$ cat src/rtl/parity2d_frame_decoder.sv
// Serial receiver for 16-bit words protected by 4x4 two-dimensional even parity.
// Shifts in a 24-bit {c,r,d} frame LSB first, corrects single data-bit errors, reports status.
module parity2d_frame_decoder #(
  parameter int unsigned CNT_W   = 8,
  parameter int unsigned TIMEOUT = 1000
) (
  input  logic             clk,
  input  logic             rst_n,
  input  logic             bit_in,
  input  logic             bit_valid,
  output logic             bit_ready,
  output logic [15:0]      data_out,
  output logic             out_valid,
  output logic [1:0]       status,
  output logic [4:0]       err_pos,
  output logic             frame_abort,
  output logic [CNT_W-1:0] corr_cnt,
  output logic [CNT_W-1:0] uncorr_cnt
);

  // gap_q never exceeds TIMEOUT-1
  localparam int unsigned GapW = (TIMEOUT < 2) ? 1 : $clog2(TIMEOUT);

  typedef enum logic [1:0] {StIdle, StRecv, StCheck, StDone} state_e;

  state_e           state_q, state_d;
  logic [23:0]      frame_q, frame_d;
  logic [4:0]       bit_cnt_q, bit_cnt_d;
  logic [GapW-1:0]  gap_q, gap_d;
  logic [3:0]       rs_q, rs_d, cs_q, cs_d;
  logic [15:0]      data_q, data_d;
  logic [1:0]       status_q, status_d;
  logic [4:0]       err_pos_q, err_pos_d;
  logic             abort_q, abort_d;
  logic [CNT_W-1:0] corr_q, corr_d, uncorr_q, uncorr_d;

  logic [15:0] rx_d;
  logic [3:0]  rx_r, rx_c, row_par, col_par;
  logic        accept;

  assign rx_d = frame_q[15:0];
  assign rx_r = frame_q[19:16];
  assign rx_c = frame_q[23:20];

  always_comb begin
    for (int i = 0; i < 4; i++) begin
      row_par[i] = ^rx_d[4*i +: 4];
      col_par[i] = rx_d[i] ^ rx_d[i+4] ^ rx_d[i+8] ^ rx_d[i+12];
    end
  end

  // Classification from the registered syndromes, valid while in StDone
  logic        rs_one, cs_one;
  logic [1:0]  row_idx, col_idx;
  logic [15:0] dec_data;
  logic [1:0]  dec_status;
  logic [4:0]  dec_pos;

  always_comb begin
    rs_one  = (rs_q != 4'd0) && ((rs_q & (rs_q - 4'd1)) == 4'd0);
    cs_one  = (cs_q != 4'd0) && ((cs_q & (cs_q - 4'd1)) == 4'd0);
    row_idx = 2'd0;
    col_idx = 2'd0;
    for (int i = 0; i < 4; i++) begin
      if (rs_q[i]) row_idx = 2'(i);
      if (cs_q[i]) col_idx = 2'(i);
    end
    dec_data   = rx_d;
    dec_status = 2'b11;
    dec_pos    = 5'd31;
    if (rs_q == 4'd0 && cs_q == 4'd0) begin
      dec_status = 2'b00;
    end else if (rs_one && cs_one) begin
      dec_data   = rx_d ^ (16'h0001 << {row_idx, col_idx});
      dec_status = 2'b01;
      dec_pos    = {3'b000, row_idx, col_idx};
    end else if (rs_one && cs_q == 4'd0) begin
      dec_status = 2'b10;
      dec_pos    = {3'b100, row_idx};
    end else if (rs_q == 4'd0 && cs_one) begin
      dec_status = 2'b10;
      dec_pos    = 5'd20 + {3'b000, col_idx};
    end
  end

  assign bit_ready   = (state_q == StIdle) || (state_q == StRecv);
  assign accept      = bit_valid && bit_ready;
  assign out_valid   = (state_q == StDone);
  assign data_out    = out_valid ? dec_data   : data_q;
  assign status      = out_valid ? dec_status : status_q;
  assign err_pos     = out_valid ? dec_pos    : err_pos_q;
  assign frame_abort = abort_q;
  assign corr_cnt    = corr_q;
  assign uncorr_cnt  = uncorr_q;

  always_comb begin
    state_d   = state_q;
    frame_d   = frame_q;
    bit_cnt_d = bit_cnt_q;
    gap_d     = gap_q;
    rs_d      = rs_q;
    cs_d      = cs_q;
    data_d    = data_q;
    status_d  = status_q;
    err_pos_d = err_pos_q;
    abort_d   = 1'b0;
    corr_d    = corr_q;
    uncorr_d  = uncorr_q;
    unique case (state_q)
      StIdle: begin
        if (accept) begin
          frame_d   = {23'd0, bit_in};
          bit_cnt_d = 5'd1;
          gap_d     = '0;
          state_d   = StRecv;
        end
      end
      StRecv: begin
        if (accept) begin
          frame_d[bit_cnt_q] = bit_in;
          gap_d              = '0;
          if (bit_cnt_q == 5'd23) begin
            state_d = StCheck;
          end else begin
            bit_cnt_d = bit_cnt_q + 5'd1;
          end
        end else if (gap_q == GapW'(TIMEOUT - 1)) begin
          abort_d = 1'b1;
          gap_d   = '0;
          state_d = StIdle;
        end else begin
          gap_d = gap_q + 1'b1;
        end
      end
      StCheck: begin
        rs_d    = rx_r ^ row_par;
        cs_d    = rx_c ^ col_par;
        state_d = StDone;
      end
      StDone: begin
        data_d    = dec_data;
        status_d  = dec_status;
        err_pos_d = dec_pos;
        if (dec_status == 2'b11) begin
          if (uncorr_q != '1) uncorr_d = uncorr_q + CNT_W'(1);
        end else if (dec_status != 2'b00) begin
          if (corr_q != '1) corr_d = corr_q + CNT_W'(1);
        end
        state_d = StIdle;
      end
      default: state_d = StIdle;
    endcase
  end

  always_ff @(posedge clk or negedge rst_n) begin
    if (!rst_n) begin
      state_q   <= StIdle;
      frame_q   <= '0;
      bit_cnt_q <= '0;
      gap_q     <= '0;
      rs_q      <= '0;
      cs_q      <= '0;
      data_q    <= '0;
      status_q  <= 2'b00;
      err_pos_q <= 5'd31;
      abort_q   <= 1'b0;
      corr_q    <= '0;
      uncorr_q  <= '0;
    end else begin
      state_q   <= state_d;
      frame_q   <= frame_d;
      bit_cnt_q <= bit_cnt_d;
      gap_q     <= gap_d;
      rs_q      <= rs_d;
      cs_q      <= cs_d;
      data_q    <= data_d;
      status_q  <= status_d;
      err_pos_q <= err_pos_d;
      abort_q   <= abort_d;
      corr_q    <= corr_d;
      uncorr_q  <= uncorr_d;
    end
  end

endmodule

$ cat config.mk
export PLATFORM = sky130hd
export DESIGN_NAME = parity2d_frame_decoder
export DESIGN_NICKNAME = d
export VERILOG_FILES = /design/src/rtl/parity2d_frame_decoder.sv
export SDC_FILE = /design/constraint.sdc
export NUM_CORES = 1
export LEC_CHECK = 0
export ABC_AREA = 1
export BUFFER_PORTS_ARGS = -buffer_cell sky130_fd_sc_hd__buf_2
export CORE_MARGIN = 2
export CORE_UTILIZATION = 65
export CTS_CLUSTER_DIAMETER = 60
export DETAILED_ROUTE_END_ITERATION = 8
export PLACE_DENSITY = 0.86
export SYNTH_ARGS = -nofsm -noshare
export SYNTH_HDL_FRONTEND = slang
export SYNTH_SLANG_ARGS = --single-unit
$ cat constraint.sdc
create_clock -name clk -period 3 [get_ports clk]
set_input_delay 0.75 -clock clk [delete_from_list [all_inputs] [get_ports clk]]
set_output_delay 0.75 -clock clk [all_outputs]
set_load 0.02 [all_outputs]
* Word level (Yosys, flattened, before mapping) *
Index checks and enable logic that the tools add are counted.
W data, S select, Z words.

cells by class
  equality and inequality tests = 13
  muxes and demuxes = 41
  magnitude comparators = 2
  reduce and logical (&&, ||, !) cells = 28
  add/sub/neg operators = 7
  shift-type cells = 1
  bitwise gates (word level) = 18

operators with widths
  cell                     count
  $mux W16                 3
  $mux W24                 2
  $pmux W24 S2             1
  $mux W5                  8
  $mux W10                 3
  $bwmux W24               1
  $mux W2                  11
  $pmux W10 S2             1
  $add A8 B1 Y8 const B    2
  $logic_not A4 Y1         4
  $ne A8 B8 Y1 const B     2
  $reduce_xor A4 Y1        4
  $shl A1 B4 Y16 const A   1
  $xor A16 B16 Y16         1
  $xor A1 B1 Y1            12
  $add A10 B1 Y10 const B  1
  $eq A10 B10 Y1 const B   1
  $pmux W5 S2              1
  $reduce_and A3 Y1        3
  $and A4 B4 Y4            2
  $logic_and A1 B1 Y1      8
  $mux W1                  8
  $pmux W2 S4              1
  $reduce_and A4 Y1        2
  other kinds (18)         27

storage, ports and cells
  output and inout bits = 42
  flip-flop bits (word level) = 89

* Depth between registers and ports, before layout *
Gate-level depths: netlist of run 1.

  word-level depth = 12
  gate-level depth with buffers = 11
  gate-level depth less buffers = 10

* Least setup slack after synthesis of run 1 *
OpenSTA, ideal clock, no wires.

  path kind = reg2out
  from = reg rs_q[3]
  to = out status[1]
  path buffers = 0
  arrival = 1713 ps
  stages on the path, launching flop included = 8
  setup slack = 537 ps
  cells stage by stage = dfrtp_1 > nor2_4 > nand2_8 > nand3_4 > nor2_8 > inv_2 > nand2_1 > o21ai_0

between the ends
  longest elaborated chain between the ends = 8
  elaborated cells between the ends (all ways) = 11
  classes of those cells = add/sub (1); mux (3); bitwise (1); reduce/logical (6)

RTL lines
  element                   RTL line  RTL
  start: declaration        30        logic [3:0] rs_q, rs_d, cs_q, cs_d;
  start signal: assignment  174       rs_q <= rs_d;
  $sub A4 B1 Y4             60        rs_one = (rs_q != 4'd0) && ((rs_q & (rs_q - 4'd1)) == 4'd0);
  $and A4 B4 Y4             60
  $logic_not A4 Y1          60
  $logic_and A1 B1 Y1       60
  $logic_and A1 B1 Y1       73        end else if (rs_one && cs_one) begin
  $mux W2                   73
  $mux W2 (*)               71        if (rs_q == 4'd0 && cs_q == 4'd0) begin
  $mux W2 (*)               90        assign status = out_valid ? dec_status : status_q;
  end: declaration          14        output logic [1:0] status,

Every way passes the cells marked *; elsewhere a longest branch is shown, timed or not.

* Final worst setup path of run 1 *
  from = reg cs_q[2]
  to = out data_out[13]

between the ends
  longest elaborated chain between the ends = 8
  elaborated cells between the ends (all ways) = 15
  classes of those cells = add/sub (1); shift (1); mux (5); bitwise (2); reduce/logical (6)

RTL lines
  element                   RTL line  RTL
  start: declaration        30
  start signal: assignment  175       cs_q <= cs_d;
  $sub A4 B1 Y4             61        cs_one = (cs_q != 4'd0) && ((cs_q & (cs_q - 4'd1)) == 4'd0);
  $and A4 B4 Y4             61
  $logic_not A4 Y1          61
  $logic_and A1 B1 Y1       61
  $logic_and A1 B1 Y1       73
  $mux W16                  73
  $mux W16 (*)              71
  $mux W16 (*)              89        assign data_out = out_valid ? dec_data : data_q;
  end: declaration          12        output logic [15:0] data_out,

Marks and branches as above.

==> results of run 1 <==
## metrics by stage
step	util	hold WS [ns]	area [um2]
after floorplan	-	0.454	5230
after global placement	0.717	0.458	5570
after detailed placement	0.717	0.457	5570
after CTS	0.745	0.362	5790
after global routing	0.753	0.382	5850
final	0.753	0.333	5850
## power groups by stage
stage	clock [mW]	sequential (mW)	combinational, mW
3_5_place_dp	0	1.88	3.40
3_3_place_gp	0	1.87	3.29
5_1_grt	0.909	1.92	4.12
2_1_floorplan	0	1.82	2.64
4_1_cts	0.858	1.86	3.50
6_report	0.850	1.88	3.76
## layout make-up
cell class | count | area, um2 | share of cell area
clock inverters | 7 | 76.3 | 0.0130
repair buffers | 58 | 363 | 0.0620
well taps | 102 | 128 | 0.0218
flip-flops and latches | 89 | 2240 | 0.382
multi-input cells | 499 | 2620 | 0.447
inverters | 82 | 308 | 0.0526
clock buffers | 9 | 124 | 0.0212
## layer usage
metal / part of all wire / up-vias / global-route usage
met3: 0.068 / 45 / 0.0385
met5: 0 / - / 0
met4: 0.032 / 0 / 0.121
met2: 0.48 / 217 / 0.487
met1: 0.42 / 2243 / 0.387
li1: - / 2321 / -
## placed cells by master (no fill, tap or decap), types with 7 or more instances in the layout
cell	n
xor2_1	29
nor2_1	40
dfrtp_1	81
nand2_1	215
nor3_1	15
buf_2	44
nand4_1	8
inv_1	79
a21oi_1	24
buf_4	11
nand3_1	64
xnor2_1	19
clkbuf_8	9
ha_1	7
o22ai_1	22
o21ai_0	20
## worst max-delay path by stage
| stage | cells after the start | to | slack [ns] | startpoint |
|---|---|---|---|---|
| global placement | 10 | err_pos[3] | 0.46 | cs_q[3] |
| CTS | 12 | data_out[9] | 0.01 | rs_q[1] |
| floorplan | 7 | status[1] | 0.54 | rs_q[3] |
| detailed placement | 8 | status[1] | 0.36 | rs_q[3] |
| finish | 11 | data_out[13] | 0.11 | cs_q[2] |
| global route | 11 | data_out[2] | -0.04 | cs_q[0] |
## logic make-up after synthesis
logic type	Yosys count	synth area share
DFF	89	0.427
adders and majority gates	7	0.0167
and+or+nand+nor	363	0.306
xor gates and xnor gates	48	0.0804
AOI/OAI and AO/OA	80	0.0935
buffers and inverters	100	0.0765
## what timing repair did
item,4_1_cts,5_1_grt
gates cloned,1,0
endpoints found under the setup margin,2,21
gates resized for setup,0,7
buffers inserted,1,4
pin swaps,2,3
hold endpoints to repair,0,0
## sequential cells by signal (all words and copies together), names as in the netlist, 2 cells and up, named ones only
| name | flops |
|---|---|
| data_q | 16 |
| err_pos_q | 5 |
| corr_cnt | 8 |
| cs_q | 4 |
| frame_q | 24 |
| rs_q | 4 |
| gap_q | 10 |
| bit_cnt_q | 5 |
| uncorr_cnt | 8 |
| status_q | 2 |
==> results.ini, run 1 <==
[critical_path]
r2r_slack_ns = 1.16
critical_path.slowest_cell = dfrtp_2
crit_buf_inv = 2
cp_top_family = simple AND/OR/NAND/NOR gates
worst_ep_required_time_ns = 2.25
rr_startpoint = state_q[0]
worst-path-max-fanout = 8
crit_type = register to output pin
critPathMostFrequentCell = nand2_1
worstPathArrival_ns = 2.14
reg2regPathDepth = 8
critPathLaunchType = register
end_kind = output pin
crit_chain = nor2_4, nand2_2, nand2_2, nand2_4, nor2_8, buf_12, nand2_1, nand2_1, nand3_1, nand2_1, buf_2
slowest_delay_ns = 0.46
rr_endpoint = uncorr_cnt[7]

[sta]
relSlewSlack = 0.559
finalMaxSlewViolations = 0
layout_min_cycle_time_ns = 2.89
rsz0062_at_grt = yes
fin_ws_ns = 0.106
tns_ns = 0
tightestPinTransition_ns = 0.658
hold_viol = 0
timing.fmax_ghz = 0.346
finalSetupViolCount = 0
fin_crit_sh = 0.965
clock_skew_ns = 0.0118

[status]
status = completed

[yosys]
synth_area_um2 = 5230
synth-edff-count = 0
syn_inst = 687
synth_area_leaders = dfrtp_1 40%, nand2_1 15%, nand3_1 6.1%
synth.net_count = 698
yosysWarnings = 0
yosysMostFrequentCell = nand2_1
synth.top_cells.by_count = 215 x nand2_1, 84 x dfrtp_1, 79 x inv_1
synthArstFlopShare = 1.00
synth_top_area_cell = dfrtp_1
ys_seq_elements = 89
synthDominantCellAreaShare = 0.402
ys.flop_type = dfrtp_1
seq_area_frac_synth = 0.427
ys_types = 40
avgSynthCellArea_um2 = 7.61

[routing]
ant_nets = 0
drcViolationCount = 0
routed_wl_mm = 12.5
vias = 4826
drt-vias-per-instance = 5.70
wl_per_cell_um = 14.7
initialDrtViolationCount = 466
dr.pass1.iters = 7

[cts]
cts_hold_buf = 0
cts_sinks = 89
cts_root_buf = clkbuf_8
numCtsBuffers = 9
cts_max_level = 3
clockBufferDepth = 2
cts_tree = built
clock_latency_ns = 0.37
path_clk_slew_ns = 0.09

[flow_run]
maxCapViolCount = 0

[finish]
fin_cells = 846
areaGrowthSynthToFinish_pct = 11.8
diodes = 0
fillerInstances = 579
layout-drive-gt1-share = 0.138
final_nets = 750

[power]
power_frac_comb = 0.579
seqPwrFrac = 0.289
p_clk_frac = 0.131
p_int_mw = 3.21
swShare = 0.505
cellLeakagePower_nw = 3.01
switchingPower_mw = 3.28
irDropWorstVdd_mv = 0.525
p_per_area_nw_per_um2 = 1110
fin_total_pwr_mw = 6.48

[global_route]
grt_max_degree = 51
grt_pass1_vias = 4393
grt_usage = 0.293
gr-total-overflow = 0
grt_pass1_wl_mm = 20.2
grt_antenna_before_repair = 0

[die]
die_y_um = 93.7
start_util = 0.673
core_um2 = 7770
die-area_um2 = 8780
rows = 32
fp.dieW_um = 93.7
ios = 46

[place]
gp_congestion = 0.976
numPortBuffers = 45
placedCellCount = 824
hpwl_mm = 8.96
place_ws_ns = 0.357

[hold_path]
hold_class = input port to async pin

No activity file was read; power rests on OpenSTA's default activity.
==> inputs of run 2 (changes only) <==
--- a/config.mk
+++ b/config.mk
@@ -8,10 +8,9 @@
 export ABC_AREA = 1
 export BUFFER_PORTS_ARGS = -buffer_cell sky130_fd_sc_hd__buf_2
 export CORE_MARGIN = 2
-export CORE_UTILIZATION = 65
+export CORE_UTILIZATION = 45
 export CTS_CLUSTER_DIAMETER = 60
 export DETAILED_ROUTE_END_ITERATION = 8
-export PLACE_DENSITY = 0.86
 export SYNTH_ARGS = -nofsm -noshare
 export SYNTH_HDL_FRONTEND = slang
 export SYNTH_SLANG_ARGS = --single-unit
==> run 2 against run 1 <==
Compared with the run above: die area is 42% higher; maximum frequency is 2.0% higher; wire length is 3.5% higher; largest power group unchanged; via count is 5.0% lower; core utilization is 23 points lower; register-to-register slack worse by 0.05 ns.
==> results.ini, run 2 (synthesis gave the netlist of run 1 again) <==
[status]
status = completed

[finish]
areaGrowthSynthToFinish_pct = 14.1
layout_common_cells = 215 x nand2_1, 84 x dfrtp_1, 79 x inv_1, 64 x nand3_1, 44 x buf_2
layout_commonest_cell = nand2_1
reg_top3 = frame_q x24, data_q x16, gap_q x10
layout-drive-gt1-share = 0.130  ; -0.00889
largest_reg_flops = 24  ; unchanged
diodes = 0  ; unchanged
final_nets = 748  ; -0.27%
top_register = frame_q

[cts]
clock_latency_ns = 0.35  ; -0.02 ns
clockBufferDepth = 2  ; unchanged
cts_tree = built
cts_root_buf = clkbuf_16
cts_max_level = 3  ; unchanged
numCtsBuffers = 9  ; unchanged
cts_sinks = 89  ; unchanged
path_clk_slew_ns = 0.06  ; -0.03 ns
cts_hold_buf = 0  ; unchanged

[critical_path]
crit_type = register to output pin
worst-path-max-fanout = 10  ; +2
end_kind = output pin
worstPathArrival_ns = 2.09  ; -0.05 ns
worst_ep_required_time_ns = 2.25  ; about the same
critPathLaunchType = register

[routing]
drcViolationCount = 0  ; unchanged
dr.pass1.iters = 7  ; unchanged
routed_wl_mm = 12.9  ; +3.5%
wl_per_cell_um = 14.6  ; -0.95%
ant_nets = 0  ; unchanged
vias = 4584  ; -5.0%
initialDrtViolationCount = 290  ; -38%
drt-vias-per-instance = 5.19  ; -9.1%

[die]
die-area_um2 = 12500  ; +42%
die_y_um = 112  ; +19%
ios = 46  ; unchanged
start_util = 0.460  ; -0.213
fp.dieW_um = 112  ; +19%
rows = 39  ; +22%
core_um2 = 11400  ; +46%

[sta]
clock_skew_ns = 0.00862  ; -0.00320 ns
finalSetupViolCount = 0  ; unchanged
rsz0062_at_grt = no
finalMaxSlewViolations = 0  ; unchanged
timing.fmax_ghz = 0.352  ; +2.0%
hold_viol = 0  ; unchanged
tightestPinTransition_ns = 0.668  ; +0.00907 ns
fin_crit_sh = 0.946  ; -0.0187
layout_min_cycle_time_ns = 2.84  ; -0.0560 ns
hold_ws_ns = 0.433  ; +0.0998 ns
tns_ns = 0  ; unchanged
relSlewSlack = 0.553  ; -0.00607

[power]
p_per_area_nw_per_um2 = 1120  ; +0.80%
cellLeakagePower_nw = 3.05  ; +1.4%
fin_total_pwr_mw = 6.67  ; +2.9%
irDropWorstVdd_mv = 0.757  ; +44%

[place]
hpwl_mm = 9.20  ; +2.6%
numPortBuffers = 45  ; unchanged
gp_congestion = 0.895  ; -8.3%

[global_route]
grt_max_degree = 49  ; -3.9%
grt_usage = 0.217  ; -0.0759
grt_pass1_vias = 4386  ; -0.16%
gr-total-overflow = 0  ; unchanged
grt_antenna_before_repair = 0  ; unchanged
grt_pass1_wl_mm = 21.8  ; +7.6%

[hold_path]
hold_class = input port to async pin

[flow_run]
maxCapViolCount = 0  ; unchanged

==> run 2: cell types whose count changed in the layout (fill, tap and decap cells not counted), sizes merged <==
cell | before | now
clkinvlp | 2 | 0
nor2 | 46 | 47
inv | 84 | 81
clkinv | 2 | 3
buf | 58 | 55
clkbuf | 9 | 12
==> run 2: what timing repair did <==
action | 4_1_cts | 5_1_grt
endpoints found under the setup margin | 3 | 18
cloned | 1 | 1
pin swaps | 2 | 2
gates resized for setup | 0 | 5
setup buffers | 1 | 1
==> run 2: per-stage QoR <==
| stage | cell area, um2 | std cells | utilization | setup slack [ns] |
|---|---|---|---|---|
| floorplan | 5230 | 687 | - | 0.537 |
| global placement | 5620 | 865 | 0.494 | 0.418 |
| detailed placement | 5620 | 865 | 0.494 | 0.368 |
| CTS | 5930 | 882 | 0.522 | 0.0671 |
| global route | 5970 | 884 | 0.525 | 0.0102 |
| finish | 5970 | 884 | 0.525 | 0.162 |
==> run 2: final timing paths <==
check | start | endpoint | slack, ns | cells past startpoint
worst min-delay path | rst_n | corr_cnt[5] | 0.43 | 1
worst max register to register | state_q[0] | corr_cnt[3] | 1.11 | 8
worst min register to register | data_q[6] | data_q[6] | 0.47 | 2
worst max-delay path | cs_q[3] | err_pos[3] | 0.16 | 10
max in group asynchronous | rst_n | frame_q[6] | 1.91 | 2
min in group clk | data_q[6] | data_q[6] | 0.47 | 2
==> run 2: area by class of cell <==
type | instances | area, um2
Clock buffer | 12 | 256
Clock inverter | 3 | 40.0
Fill cell | 1069 | 5400
Inverter | 82 | 308
Multi-Input combinational cell | 500 | 2630
Sequential cell | 89 | 2230
Tap cell | 143 | 179
Timing Repair Buffer | 55 | 328
==> run 2: metal layers <==
| layer | global-route usage | vias up | share of wire |
|---|---|---|---|
| met5 | 0 | - | 0 |
| met4 | 0.0593 | 0 | 0.014 |
| met3 | 0.0512 | 15 | 0.051 |
| met2 | 0.343 | 126 | 0.46 |
| met1 | 0.300 | 2122 | 0.47 |
| li1 | - | 2321 | - |
==> run 2: where the power goes <==
part | switching [mW] | internal (mW) | leakage [nW]
Clock | 0.456 | 0.684 | 0.148
Combinational | 2.47 | 1.18 | 1.72
Sequential | 0.317 | 1.55 | 1.18
==> run 2: worst max-delay path, cell delays in order, from the launching register on <==
cell	delay (ns)
dfrtp_1	0.47
nor2_4	0.19
nand2_2	0.06
nand2_2	0.13
nand2_4	0.13
nor2_8	0.20
inv_2	0.12
nand2_1	0.10
nand3b_1	0.07
nand3_1	0.10
buf_2	0.17
